**src/rtl/fifo_pkg.sv**
```systemverilog
// Shared sizing helpers for the synchronous FIFO family.
package fifo_pkg;

    // Width needed to hold an occupancy value in the range 0..depth.
    function automatic int cnt_width(input int depth);
        return $clog2(depth + 1);
    endfunction

    // Pointer width for indices 0..depth-1. It is at least one bit, so that DEPTH=1 corner builds still elaborate.
    function automatic int ptr_width(input int depth);
        return (depth > 2) ? $clog2(depth) : 1;
    endfunction

endpackage

```
**src/rtl/fifo_ptr_wrap.sv**
```systemverilog
// Wrapping index counter 0..DEPTH-1 with synchronous clear, used for the FIFO read and write pointers.
module fifo_ptr_wrap #(
    parameter int DEPTH = 4,
    parameter int PTR_W = 2
) (
    input  logic             clk,
    input  logic             reset_n,
    input  logic             clr,
    input  logic             inc,
    output logic [PTR_W-1:0] ptr
);

    logic [PTR_W-1:0] ptr_reg;
    logic [PTR_W-1:0] ptr_next;

    // An explicit compare against DEPTH-1 lets the pointer wrap exactly at non-power-of-two depths.
    always_comb begin
        ptr_next = ptr_reg;
        if (clr) begin
            ptr_next = '0;
        end else if (inc) begin
            ptr_next = (ptr_reg == PTR_W'(DEPTH - 1)) ? '0 : ptr_reg + 1'b1;
        end
    end

    always_ff @(posedge clk or negedge reset_n) begin
        if (!reset_n) begin
            ptr_reg <= '0;
        end else begin
            ptr_reg <= ptr_next;
        end
    end

    assign ptr = ptr_reg;

endmodule

```
**src/rtl/sync_fifo_fwft.sv**
```systemverilog
// Parametrised synchronous FIFO. It supports any depth of 2 or more, and the read port works in either first-word-fall-through or registered-read mode.
module sync_fifo_fwft
    import fifo_pkg::*;
#(
    parameter int DEPTH      = 4,
    parameter int DATA_WIDTH = 32,
    parameter int FWFT       = 1,
    parameter int AFULL_TH   = DEPTH - 1,
    parameter int AEMPTY_TH  = 1
) (
    input  logic                        clk,
    input  logic                        reset_n,
    input  logic                        flush,
    input  logic                        wr_en,
    input  logic [DATA_WIDTH-1:0]       wr_data,
    output logic                        fifo_full,
    output logic                        fifo_afull,
    output logic                        wr_overflow,
    input  logic                        rd_en,
    output logic [DATA_WIDTH-1:0]       rd_data,
    output logic                        rd_data_valid,
    output logic                        fifo_empty,
    output logic                        fifo_aempty,
    output logic                        rd_underflow,
    output logic [cnt_width(DEPTH)-1:0] fifo_count
);

    localparam int CW    = cnt_width(DEPTH);
    localparam int PTR_W = ptr_width(DEPTH);

    logic [DATA_WIDTH-1:0] mem [DEPTH];
    logic [PTR_W-1:0]      wr_ptr;
    logic [PTR_W-1:0]      rd_ptr;
    logic [CW-1:0]         count_reg;
    logic [CW-1:0]         count_next;
    logic                  overflow_reg;
    logic                  overflow_next;
    logic                  underflow_reg;
    logic                  underflow_next;
    logic                  rd_ok;
    logic                  wr_ok;

    assign fifo_full   = (count_reg == CW'(DEPTH));
    assign fifo_empty  = (count_reg == '0);
    assign fifo_afull  = (int'(count_reg) >= AFULL_TH);
    assign fifo_aempty = (int'(count_reg) <= AEMPTY_TH);
    assign fifo_count  = count_reg;

    // Flush wins over both ports. A push into a full FIFO is allowed when a pop is accepted in the same cycle.
    assign rd_ok = rd_en & ~fifo_empty & ~flush;
    assign wr_ok = wr_en & (~fifo_full | rd_ok) & ~flush;

    always_comb begin
        count_next     = count_reg;
        overflow_next  = overflow_reg;
        underflow_next = underflow_reg;
        if (flush) begin
            count_next     = '0;
            overflow_next  = 1'b0;
            underflow_next = 1'b0;
        end else begin
            case ({wr_ok, rd_ok})
                2'b10:   count_next = count_reg + 1'b1;
                2'b01:   count_next = count_reg - 1'b1;
                default: count_next = count_reg;
            endcase
            if (wr_en && !wr_ok)
                overflow_next = 1'b1;
            if (rd_en && fifo_empty)
                underflow_next = 1'b1;
        end
    end

    always_ff @(posedge clk or negedge reset_n) begin
        if (!reset_n) begin
            count_reg     <= '0;
            overflow_reg  <= 1'b0;
            underflow_reg <= 1'b0;
        end else begin
            count_reg     <= count_next;
            overflow_reg  <= overflow_next;
            underflow_reg <= underflow_next;
        end
    end

    assign wr_overflow  = overflow_reg;
    assign rd_underflow = underflow_reg;

    // The storage array is not reset; the count and pointers alone determine which entries are valid.
    always_ff @(posedge clk) begin
        if (wr_ok)
            mem[wr_ptr] <= wr_data;
    end

    fifo_ptr_wrap #(.DEPTH(DEPTH), .PTR_W(PTR_W)) u_wr_ptr (
        .clk     (clk),
        .reset_n (reset_n),
        .clr     (flush),
        .inc     (wr_ok),
        .ptr     (wr_ptr)
    );

    fifo_ptr_wrap #(.DEPTH(DEPTH), .PTR_W(PTR_W)) u_rd_ptr (
        .clk     (clk),
        .reset_n (reset_n),
        .clr     (flush),
        .inc     (rd_ok),
        .ptr     (rd_ptr)
    );

    generate
        if (FWFT != 0) begin : g_fwft
            assign rd_data       = fifo_empty ? '0 : mem[rd_ptr];
            assign rd_data_valid = ~fifo_empty;
        end else begin : g_regread
            logic [DATA_WIDTH-1:0] rd_data_reg;
            logic                  rd_valid_reg;

            // rd_data keeps the last popped word. The valid signal is high for one cycle after each accepted pop.
            always_ff @(posedge clk or negedge reset_n) begin
                if (!reset_n) begin
                    rd_data_reg  <= '0;
                    rd_valid_reg <= 1'b0;
                end else begin
                    rd_valid_reg <= rd_ok;
                    if (rd_ok)
                        rd_data_reg <= mem[rd_ptr];
                end
            end

            assign rd_data       = rd_data_reg;
            assign rd_data_valid = rd_valid_reg;
        end
    endgenerate

endmodule

```
**config.mk**
```make
export PLATFORM = sky130hd
export DESIGN_NAME = sync_fifo_fwft
export DESIGN_NICKNAME = d
export VERILOG_FILES = /design/src/rtl/fifo_pkg.sv /design/src/rtl/fifo_ptr_wrap.sv /design/src/rtl/sync_fifo_fwft.sv
export SDC_FILE = /design/constraint.sdc
export NUM_CORES = 1
export LEC_CHECK = 0
export BUFFER_PORTS_ARGS = -buffer_cell sky130_fd_sc_hd__buf_2
export CORE_MARGIN = 4
export CORE_UTILIZATION = 40
export CTS_CLUSTER_DIAMETER = 40
export DETAILED_ROUTE_END_ITERATION = 10
export PLACE_DENSITY = 0.57
export SLEW_MARGIN = 20
export SYNTH_ARGS = -nofsm -noshare
export SYNTH_HDL_FRONTEND = slang
export SYNTH_SLANG_ARGS = --single-unit
```
**constraint.sdc**
```tcl
create_clock -name clk -period 2.3 [get_ports clk]
set_input_delay 0 -clock clk [delete_from_list [all_inputs] [get_ports clk]]
set_output_delay 0 -clock clk [all_outputs]
set_load 0.05 [all_outputs]
```
==> impl_metrics.yaml <==
status:
  status: "complete, no violations"
worst_hold_path:
  hp-class: "input pin to register"
critical_path:
  cp-end-kind: "output pin"
  critical_path_class: "register to output pin"
  worstPathMaxFanout: 22
  crit_path_start_kind: "register"
  worstPathCellList: "inv_1 > ha_1 > or2b_2 > buf_4 > and2_1 > buf_2"
  cp_data_required_time_ps: 2300
  cpMaxStageDelayCell: "dfrtp_1"
  arrival_ps: 2130
  max_stage_delay_ps: 370
clock_tree:
  clk_pin_slew_worst_paths_ps: 60
  cts.sinks: 137
  ctsHtreeMaxLevel: 4
  clk_latency_ps: 410
  ctsRootBufferMaster: "clkbuf_16"
  cts_made_buffers: 17
  cts_tree: "built"
  clock_path_buffers: 2
synth:
  synth_ff_type: "edfxtp_1"
  yosysWarnings: 0
  yosys.cell_types.count: 31
  avgSynthCellArea_sq_um: 19.7
  ys_seq_area_share_pct: 74.2
  synth_edf_count: 128
  synth.top_cell.area_share_pct: 70.1
  synthTopCellsByArea: "edfxtp_1 (70%), mux4_2 (13%), and2_1 (4.1%), dfrtp_1 (4.1%), ha_1 (2.1%)"
  synth_top_area_cell: "edfxtp_1"
  synth_nets: 324
  synth-seq-cells: 137
  synthCells: 278
  synthArstFlopShare_pct: 6.57
  syn_area_sq_um: 5490
power_and_ir_drop:
  peakVddDrop_v: 0.000542
  leakagePower_nw: 2.53
  power.density_nw_per_um2: 1260
cells_and_area:
  regArea_sq_um: 4070
  fin_area_sq_um: 7010
  largest-register: "mem"
  n_antenna_cell: 0
  multi_input_area_sq_um: 1310
  final_common_cell: "edfxtp_1"
  final_cell_mix: "edfxtp_1 (128), buf_2 (78), dlygate4sd3_1 (37)"
  syn2layout_area_growth_pct: 27.7
  largest_reg_flops: 128
  fin_nets: 451
  nFillCells: 1125
  drive_above_1_share_pct: 35.9
floorplan:
  die_area_sq_um: 15700
  initial_core_util_pct: 41.1
  die_h_um: 125
  fp.dieW_um: 125
  io_pins: 79
  rows: 42
  core_area_sq_um: 13300
drt:
  vias_per_cell: 4.86
  drtAntennaViolNets: 0
  dr_total_vias: 2888
  dr.pass1.iters: 4
  wl_per_cell_um: 16.9
  initialDrtViolationCount: 138
  finalWirelength_mm: 10.0
  drc: 0
sta:
  max_freq_mhz: 469
  hold_viol: 0
  timing.slew.headroom_pct: 39.5
  fin_tns_setup_ps: 0
  worst_pin_slew_ps: 907
  setup_viol: 0
  timing.final.crit_period_ps: 2130
  grt_setup_unrepaired: "false"
  finalClockSkew_ps: 8.43
  slew_violations: 0
  fin_crit_sh_pct: 92.7
place:
  gp_congestion: 0.736
  port_buffers: 78
  dpl_cell_area_sq_um: 6110
  hpwl_mm: 5.98
global_route:
  grt_max_degree: 35
  grtUsageTotal_pct: 13.6
  grt_pass1_vias: 3058
  grt_pass1_wl_mm: 16.2
  antenna_found_initial: 0
  grt_remaining_overflow: 0
run:
  maxCapViolations: 0
## per-layer routing
metal | part of all wire, % | vias up | GRT usage (%)
li1 | - | 1348 | -
met1 | 42 | 1458 | 16.8
met2 | 51 | 65 | 22.5
met3 | 4.9 | 17 | 4.56
met4 | 1.6 | 0 | 4.91
met5 | 0 | - | 0
## logic make-up (layout without fill, tap and decap cells)
group | after synthesis | count (layout) | share of synthesized area [%]
fa+ha+maj | 9 | 9 | 2.05
buf+inv | 24 | 164 | 2.03
flops | 137 | 137 | 74.2
xor+xnor | 4 | 4 | 0.639
simple gates | 56 | 56 | 5.95
compound gates | 15 | 15 | 1.85
mux | 33 | 33 | 13.3
## cells in the mapped netlist, drive strengths merged (2+ instances only)
| library cell | count |
|---|---|
| clkbuf | 7 |
| nor2 | 9 |
| buf | 8 |
| nand3 | 2 |
| nor3 | 2 |
| ha | 9 |
| xnor2 | 2 |
| xor2 | 2 |
| inv | 9 |
| edfxtp | 128 |
| a21oi | 2 |
| o21ai | 5 |
| nand2 | 3 |
| a311oi | 2 |
| mux4 | 32 |
| and2 | 36 |
| dfrtp | 9 |
## where the power goes
part | internal, mW | switching (mW) | total [mW]
sequential | 2.93 | 0.0677 | 2.99
combinational | 1.07 | 2.39 | 3.46
clock | 1.50 | 0.890 | 2.39
total | 5.50 | 3.35 | 8.85
## layout make-up
class | instances | area share (%)
clock buffer | 26 | 6.70
clock inverter | 6 | 0.768
inverter | 9 | 0.518
tap | 176 | 3.14
sequential | 137 | 58.1
timing repair buffer | 123 | 12.1
multi-input combinational | 117 | 18.7
## worst max-delay path, delay by kind of cell, from the launching register on
kind | cells | cell delay, ps
buffers and inverters | 3 | 580
AND/OR/NAND/NOR | 2 | 550
flip-flops | 1 | 370
adder cells (fa/ha/maj) | 1 | 230
## final timing paths
path | cells past startpoint | slack [ps] | startpoint | endpoint
min | 2 | 340 | wr_data[13] | mem[1][13]
min reg2reg | 2 | 510 | wr_overflow | wr_overflow
max in group asynchronous | 3 | 1340 | reset_n | u_rd_ptr.ptr[1]
min in group asynchronous | 3 | 600 | reset_n | fifo_count[0]
max | 6 | 170 | fifo_count[1] | rd_data[18]
max reg2reg | 5 | 190 | fifo_count[0] | mem[3][15]
## per-stage QoR
step           util, %  cells  worst slack, ps  power, mW  hold slack (ps)
6_report          52.5    594              167       8.85              339
5_1_grt           52.5    594             3.02       9.27              347
4_1_cts           52.5    594              124       8.97              326
3_5_place_dp      45.8    525              145       6.52             -115
3_3_place_gp      45.8    525              179       6.51             -120
2_1_floorplan        -    278             17.0       5.69             -296
## timing repair
item,in CTS,in global routing
resized for setup,0,0
hold buffers,37,0
endpoints found under the hold margin,144,0
buffers inserted,0,0
(Power assumes the default switching activity.)
